<file path="src/rtl/qkd_pkg.sv">
// qkd_pkg: shared definitions for the BB84 sifting stage.
//   - polarisation codes and basis encodings
//   - default frame geometry
//   - sift controller FSM state encoding
//   - sift_eval(): classifies one qubit position against both bases
package qkd_pkg;

    localparam int N_QUBITS_DEFAULT = 80;
    localparam int WORD_W_DEFAULT   = 8;

    // Polarisation codes carried in qubit[2i+1:2i]
    localparam logic [1:0] ZERO         = 2'b00;  // 0 deg
    localparam logic [1:0] NINETY       = 2'b01;  // 90 deg
    localparam logic [1:0] FORTYFIVE    = 2'b10;  // 45 deg
    localparam logic [1:0] ONETHREEFIVE = 2'b11;  // 135 deg

    // Basis encodings
    localparam logic RECT = 1'b0;
    localparam logic DIAG = 1'b1;

    typedef enum logic [1:0] {
        IDLE  = 2'b00,
        SCAN  = 2'b01,
        FLUSH = 2'b10,
        DRAIN = 2'b11
    } sift_state_e;

    typedef struct packed {
        logic matched;     // sender and receiver chose the same basis
        logic consistent;  // polarisation belongs to the sender's basis
        logic key_bit;     // bit value carried by the polarisation
    } sift_eval_t;

    // A rectilinear sender can only emit 0/90 deg, a diagonal one 45/135 deg;
    // anything else on a matched position indicates a corrupted qubit.
    function automatic sift_eval_t sift_eval(
        input logic [1:0] pol,
        input logic       s_basis,
        input logic       r_basis
    );
        sift_eval_t res;
        res.matched = (s_basis == r_basis);
        if (s_basis == RECT) begin
            res.consistent = (pol == ZERO) || (pol == NINETY);
        end else if (s_basis == DIAG) begin
            res.consistent = (pol == FORTYFIVE) || (pol == ONETHREEFIVE);
        end else begin
            res.consistent = 1'b0;
        end
        res.key_bit = (pol == NINETY) || (pol == ONETHREEFIVE);
        return res;
    endfunction

endpackage

</file>
<file path="src/rtl/sift_bit_packer.sv">
// sift_bit_packer: packs sifted key bits (LSB = earliest) into words and
// holds them in an output register behind a valid/ready handshake.
// Ports:
//   clk, rst        clock, synchronous active-high reset
//   clr             clear accumulator and fill count (frame start)
//   bit_valid       a sifted bit is presented this cycle
//   bit_in          the sifted bit value
//   last_in         a word completed this cycle is the frame's last
//   flush           load the partial accumulator as the final word
//   fill            number of bits currently accumulated
//   word_done       this cycle's bit completes a full word
//   key_data/key_valid/key_ready/key_last/key_nbits  output word stream
module sift_bit_packer #(
    parameter int WORD_W  = 8,
    parameter int FILL_W  = $clog2(WORD_W),
    parameter int NBITS_W = 4
) (
    input  logic               clk,
    input  logic               rst,
    input  logic               clr,
    input  logic               bit_valid,
    input  logic               bit_in,
    input  logic               last_in,
    input  logic               flush,
    output logic [FILL_W-1:0]  fill,
    output logic               word_done,
    output logic [WORD_W-1:0]  key_data,
    output logic               key_valid,
    input  logic               key_ready,
    output logic               key_last,
    output logic [NBITS_W-1:0] key_nbits
);

    logic [WORD_W-2:0]  acc_q,   acc_d;
    logic [FILL_W-1:0]  fill_q,  fill_d;
    logic [WORD_W-1:0]  data_q,  data_d;
    logic               valid_q, valid_d;
    logic               last_q,  last_d;
    logic [NBITS_W-1:0] nbits_q, nbits_d;

    // The final bit of a word goes straight to the output register, so the
    // accumulator only ever needs WORD_W-1 bits.
    assign word_done = bit_valid && (fill_q == FILL_W'(WORD_W - 1));

    // Accumulator, fill counter and output register next-state.
    always_comb begin
        acc_d   = acc_q;
        fill_d  = fill_q;
        data_d  = data_q;
        valid_d = valid_q;
        last_d  = last_q;
        nbits_d = nbits_q;

        if (clr) begin
            acc_d  = '0;
            fill_d = '0;
        end else if (bit_valid) begin
            if (word_done) begin
                // Zeroing here keeps the unused upper bits of a later
                // partial word at zero.
                acc_d  = '0;
                fill_d = '0;
            end else begin
                acc_d[fill_q] = bit_in;
                fill_d        = fill_q + FILL_W'(1);
            end
        end else begin
            acc_d  = acc_q;
            fill_d = fill_q;
        end

        if (word_done) begin
            data_d  = {bit_in, acc_q};
            valid_d = 1'b1;
            last_d  = last_in;
            nbits_d = NBITS_W'(WORD_W);
        end else if (flush) begin
            data_d  = {1'b0, acc_q};
            valid_d = 1'b1;
            last_d  = 1'b1;
            nbits_d = NBITS_W'(fill_q);
        end else if (valid_q && key_ready) begin
            valid_d = 1'b0;
        end else begin
            valid_d = valid_q;
        end
    end

    // Packer state registers.
    always_ff @(posedge clk) begin
        if (rst) begin
            acc_q   <= '0;
            fill_q  <= '0;
            data_q  <= '0;
            valid_q <= 1'b0;
            last_q  <= 1'b0;
            nbits_q <= '0;
        end else begin
            acc_q   <= acc_d;
            fill_q  <= fill_d;
            data_q  <= data_d;
            valid_q <= valid_d;
            last_q  <= last_d;
            nbits_q <= nbits_d;
        end
    end

    assign fill      = fill_q;
    assign key_data  = data_q;
    assign key_valid = valid_q;
    assign key_last  = last_q;
    assign key_nbits = nbits_q;

endmodule

</file>
<file path="src/rtl/sift_controller.sv">
// sift_controller: BB84 sifting sequencer. Accepts one frame of qubits and
// both basis vectors, scans one position per cycle, streams packed key
// words and reports per-frame sifted / inconsistent counts.
// Ports:
//   clk, rst                       clock, synchronous active-high reset
//   frame_valid/frame_ready        frame handshake (ready only in IDLE)
//   qubit, sender_bases, receiver_bases   frame contents
//   key_data/key_valid/key_ready/key_last/key_nbits   key word stream
//   busy                           not IDLE
//   done                           one-cycle pulse in first IDLE cycle after a frame
//   sift_count, bad_count          live per-frame counters, held after done
module sift_controller
    import qkd_pkg::*;
#(
    parameter int N_QUBITS = N_QUBITS_DEFAULT,
    parameter int WORD_W   = WORD_W_DEFAULT
) (
    input  logic                  clk,
    input  logic                  rst,
    input  logic                  frame_valid,
    output logic                  frame_ready,
    input  logic [2*N_QUBITS-1:0] qubit,
    input  logic [N_QUBITS-1:0]   sender_bases,
    input  logic [N_QUBITS-1:0]   receiver_bases,
    output logic [WORD_W-1:0]     key_data,
    output logic                  key_valid,
    input  logic                  key_ready,
    output logic                  key_last,
    output logic [3:0]            key_nbits,
    output logic                  busy,
    output logic                  done,
    output logic [6:0]            sift_count,
    output logic [6:0]            bad_count
);

    localparam int IDX_W  = $clog2(N_QUBITS);
    localparam int FILL_W = $clog2(WORD_W);
    localparam logic [IDX_W-1:0] LAST_IDX = IDX_W'(N_QUBITS - 1);

    sift_state_e           state_q, state_d;
    logic [IDX_W-1:0]      idx_q,   idx_d;
    logic [2*N_QUBITS-1:0] qubit_q, qubit_d;
    logic [N_QUBITS-1:0]   sb_q,    sb_d;
    logic [N_QUBITS-1:0]   rb_q,    rb_d;
    logic [6:0]            sift_q,  sift_d;
    logic [6:0]            bad_q,   bad_d;
    logic                  done_q,  done_d;

    logic                  accept;
    logic                  stall;
    logic                  proc_en;
    logic                  bit_valid;
    logic                  bad_hit;
    logic                  clr;
    logic                  flush;
    logic                  last_word;
    logic                  word_done;
    logic [FILL_W-1:0]     fill;
    sift_eval_t            cur_eval;

    assign accept = (state_q == IDLE) && frame_valid;

    // Any word waiting on the consumer freezes the scan, even if the
    // current position would not produce a bit.
    assign stall   = key_valid && !key_ready;
    assign proc_en = (state_q == SCAN) && !stall;

    assign cur_eval  = sift_eval(qubit_q[{idx_q, 1'b0} +: 2], sb_q[idx_q], rb_q[idx_q]);
    assign bit_valid = proc_en && cur_eval.matched && cur_eval.consistent;
    assign bad_hit   = proc_en && cur_eval.matched && !cur_eval.consistent;

    // FSM next-state, frame latches, index and packer control.
    always_comb begin
        state_d   = state_q;
        idx_d     = idx_q;
        qubit_d   = qubit_q;
        sb_d      = sb_q;
        rb_d      = rb_q;
        done_d    = 1'b0;
        clr       = 1'b0;
        flush     = 1'b0;
        last_word = 1'b0;

        case (state_q)
            IDLE: begin
                if (accept) begin
                    qubit_d = qubit;
                    sb_d    = sender_bases;
                    rb_d    = receiver_bases;
                    idx_d   = '0;
                    clr     = 1'b1;
                    state_d = SCAN;
                end else begin
                    state_d = IDLE;
                end
            end
            SCAN: begin
                if (!proc_en) begin
                    state_d = SCAN;
                end else if (idx_q == LAST_IDX) begin
                    if (word_done) begin
                        last_word = 1'b1;
                        state_d   = DRAIN;
                    end else if (!bit_valid && (fill == FILL_W'(0))) begin
                        // Nothing left to flush: finish without a FLUSH cycle.
                        done_d  = 1'b1;
                        state_d = IDLE;
                    end else begin
                        state_d = FLUSH;
                    end
                end else begin
                    idx_d = idx_q + IDX_W'(1);
                end
            end
            FLUSH: begin
                if (stall) begin
                    state_d = FLUSH;
                end else if (fill == FILL_W'(0)) begin
                    done_d  = 1'b1;
                    state_d = IDLE;
                end else begin
                    flush   = 1'b1;
                    state_d = DRAIN;
                end
            end
            DRAIN: begin
                if (key_valid && key_ready) begin
                    done_d  = 1'b1;
                    state_d = IDLE;
                end else begin
                    state_d = DRAIN;
                end
            end
            default: begin
                state_d = IDLE;
            end
        endcase
    end

    // Per-frame statistics: cleared on accept, live during the scan.
    always_comb begin
        sift_d = sift_q;
        bad_d  = bad_q;
        if (accept) begin
            sift_d = 7'd0;
            bad_d  = 7'd0;
        end else begin
            if (bit_valid) begin
                sift_d = sift_q + 7'd1;
            end else begin
                sift_d = sift_q;
            end
            if (bad_hit) begin
                bad_d = bad_q + 7'd1;
            end else begin
                bad_d = bad_q;
            end
        end
    end

    // Controller state registers.
    always_ff @(posedge clk) begin
        if (rst) begin
            state_q <= IDLE;
            idx_q   <= '0;
            qubit_q <= '0;
            sb_q    <= '0;
            rb_q    <= '0;
            sift_q  <= 7'd0;
            bad_q   <= 7'd0;
            done_q  <= 1'b0;
        end else begin
            state_q <= state_d;
            idx_q   <= idx_d;
            qubit_q <= qubit_d;
            sb_q    <= sb_d;
            rb_q    <= rb_d;
            sift_q  <= sift_d;
            bad_q   <= bad_d;
            done_q  <= done_d;
        end
    end

    sift_bit_packer #(
        .WORD_W  (WORD_W),
        .FILL_W  (FILL_W),
        .NBITS_W (4)
    ) u_packer (
        .clk       (clk),
        .rst       (rst),
        .clr       (clr),
        .bit_valid (bit_valid),
        .bit_in    (cur_eval.key_bit),
        .last_in   (last_word),
        .flush     (flush),
        .fill      (fill),
        .word_done (word_done),
        .key_data  (key_data),
        .key_valid (key_valid),
        .key_ready (key_ready),
        .key_last  (key_last),
        .key_nbits (key_nbits)
    );

    assign frame_ready = (state_q == IDLE);
    assign busy        = (state_q != IDLE);
    assign done        = done_q;
    assign sift_count  = sift_q;
    assign bad_count   = bad_q;

endmodule

</file>
<file path="config.mk">
export PLATFORM = sky130hd
export DESIGN_NAME = sift_controller
export DESIGN_NICKNAME = d
export VERILOG_FILES = /design/src/rtl/qkd_pkg.sv /design/src/rtl/sift_bit_packer.sv /design/src/rtl/sift_controller.sv
export SDC_FILE = /design/constraint.sdc
export NUM_CORES = 1
export LEC_CHECK = 0
export CELL_PAD_IN_SITES_DETAIL_PLACEMENT = 1
export CELL_PAD_IN_SITES_GLOBAL_PLACEMENT = 1
export CORE_MARGIN = 1
export CORE_UTILIZATION = 38
export CTS_CLUSTER_DIAMETER = 100
export DETAILED_ROUTE_END_ITERATION = 8
export GPL_ROUTABILITY_DRIVEN = 0
export GPL_TIMING_DRIVEN = 0
export MAX_ROUTING_LAYER = met4
export PLACE_DENSITY = 0.82
export SYNTH_ARGS = -nofsm -noshare
export SYNTH_HDL_FRONTEND = slang
export SYNTH_SLANG_ARGS = --single-unit
export TNS_END_PERCENT = 20
</file>
<file path="constraint.sdc">
create_clock -name clk -period 4.05 [get_ports clk]
set_clock_uncertainty 0.1 [all_clocks]
set_input_delay 1.0125 -clock clk [delete_from_list [all_inputs] [get_ports clk]]
set_output_delay 1.0125 -clock clk [all_outputs]
set_load 0.05 [all_outputs]
</file>
==> metrics.txt <==
Max VDD drop between 0.2 and 0.3 mV; Nets about 2,600; DR vias 15,050; DRT Pass-1 Iters 5; status finished, final reports clean; FILL cells between 4,000 and 5,000; die height 206.1 um; H-tree levels 2; Req. time, crit path about 4400 ps; first-iteration detailed-routing DRC count between 700 and 800; WL final approximately 60,000 um; Pint about 6.7 mW; CP startpoint kind register; post-synth cell types 59; Yosys reg bits approximately 370; Final period util between 90% and 100%; first-pass GRT wire length approximately 90,000 um; min-delay worst type register to register; Synth top area share between 40% and 50%; vias in the first global route around 16,000; most common cell in the synthesized netlist nand2_1; I/O Buffers 354; Sw Ratio between 20% and 30%; initial antenna violation count 16; clk root buf clkbuf_16; post-route DRC violation count 0; post-route ant nets 0; Final min period 3968 ps; actual slew at the worst max-slew pin around 950 ps; share of cells above drive strength 1 8.311%; total power around 9 mW; Main synth FF type dfxtp_1; post-route insts no fill 2,823; pwr dens 423.3 nW/um^2; CTS Buffer Depth 3; Final Hold Fails 0; Starting Density 38.67%; cells after synthesis approximately 1,800; clock insertion delay at the later pin of the skew report ~560 ps; Slew Viols, Final 0; Reg clk slew, reported paths approximately 60 ps; yosys warns 0; GRT Util Overall between 20% and 30%; Psw about 2.4 mW; number of buffers created by CTS roughly 40; Comb pwr share 14.9%; Slew headroom 36.94%; I/O Pins around 360; asr flop ratio synth 0%; routed vias/inst 5.332; top cells by area, synth dfxtp_1, nand2_1, mux4_2; CP Class register to register; die width between 200 and 250 um; largest net degree at the start of global routing 13; Syn-to-layout area delta 35.82%; WL per Instance roughly 21 um; core area slightly above 40,000 sq um; syn nets between 2,000 and 2,500; clock sinks 368; synthesized area per cell 8.568 sq um; max-cap check violation count 0; GRT Residual Overflow 0; synth cell count leaders nand2_1, dfxtp_1, a21oi_1; Synth area leader dfxtp_1; CTS tree yes; sequential area share after synthesis between 40 and 50%; row count between 70 and 80; Setup violations, final 0; synthesized area about 16,000 sq um; clock power share between 40% and 50%; sequential share of power a little over two fifths; Fmax between 200 and 300 MHz; # placed instances 2,733; arrival time worst endpoint 4320 ps; Crit. End Element register; Critical Path Fanout Max 10; P_leak a little under 8 nW; EDFF count, synth 0; hpwl dp roughly 45,000 um; die area around 42,000 sq um
## metal layers
layer	vias up	track usage, %	wire [um]
met2	426	47.95	29020
li1	7112	-	-
met3	133	4.431	3380
met5	-	-	0
met4	0	12.97	2345
met1	7381	34.62	25220
## worst max-delay path, stage by stage (launching register included)
cell       delay (ps)
dfxtp_1           440
buf_2             340
buf_2             410
mux4_2            430
a22oi_1           170
nand3_1           130
a22o_1            270
nor3_4            220
or4b_4            550
a2111oi_4         450
a21oi_1           150
a31o_1            200
## cells in the final DEF (no fill, tap or decap), drive strengths merged, types with 6 or more instances in the layout
cell type,instances
dfxtp,368
mux4,85
mux2i,28
inv,9
nor2b,14
diode,17
nor2,48
buf,31
clkinv,7
a21oi,347
nand2,666
a311oi,7
clkdlybuf4s50,354
clkbuf,176
and2,8
nand3,21
nor3,9
ha,6
## power by group through the flow
stage / Sequential (mW) / Clock, mW / Combinational (mW)
final: 3.96 / 3.78 / 1.36
after global routing: 3.98 / 3.95 / 1.47
after CTS: 3.96 / 3.82 / 1.36
after detailed placement: 4.04 / 0 / 1.34
after global placement: 4.02 / 0 / 1.30
after floorplan: 4.00 / 0 / 0.715
## through the flow
stage | setup slack [ps] | TNS (ps) | hold slack (ps) | util, % | cell area (sq um)
global route | -0.03908 | -0.03908 | 367.9 | 52.52 | 21490
global placement | -784.0 | -6385 | 338.3 | 48.95 | 20030
finish | 82.11 | 0 | 349.3 | 52.52 | 21490
detailed placement | -783.8 | -6938 | 342.4 | 48.95 | 20030
floorplan | 656.1 | 0 | 331.5 | - | 15830
CTS | 28.71 | 0 | 349.9 | 52.33 | 21420
## registers in the layout, indices dropped and copies added, names as in the netlist
signal	cells
u_packer.key_data	8
u_packer.key_nbits	4
u_packer.key_valid	1
qubit_q	160
sift_count	7
u_packer.acc_q	7
u_packer.fill	3
sb_q	80
state_q	2
u_packer.key_last	1
rb_q	80
idx_q	7
done	1
bad_count	7
## final cells by class
class	count	area, sq um	share of cell area [%]
diodes	17	42.54	0.1979
plain buffers	146	691.9	3.219
clock buffers	59	1226	5.705
clock inverters	12	118.9	0.5530
inverters	8	30.03	0.1397
multi-input cells	1325	7794	36.26
flip-flops and latches	368	7367	34.27
well taps	532	665.6	3.097
repair buffers	356	3558	16.56
## repair_timing
action / in CTS / in global routing
hold buffers: 0 / 0
buffers inserted: 0 / 2
endpoints found under the setup margin: 29 / 18
pin swaps: 1 / 1
resized for setup: 15 / 5
## logic make-up after synthesis
logic type      after synthesis  share of synthesized area, %
simple gates                798                         20.33
compound gates              397                         13.70
flops                       368                         46.55
buf+inv                     154                         4.301
mux                         116                         14.20
xor+xnor                      8                        0.4428
fa+ha+maj                     6                        0.4744
## worst paths after layout
| kind | startpoint | to | slack (ps) | cells past startpoint |
|---|---|---|---|---|
| setup / recovery | idx_q[2] | bad_count[6] | 80 | 11 |
| hold / removal | sb_q[67] | sb_q[67] | 350 | 2 |
| setup reg to reg | idx_q[2] | bad_count[6] | 80 | 11 |
| hold reg to reg | sb_q[67] | sb_q[67] | 350 | 2 |
Note: power is estimated with default switching activity, not from simulation.
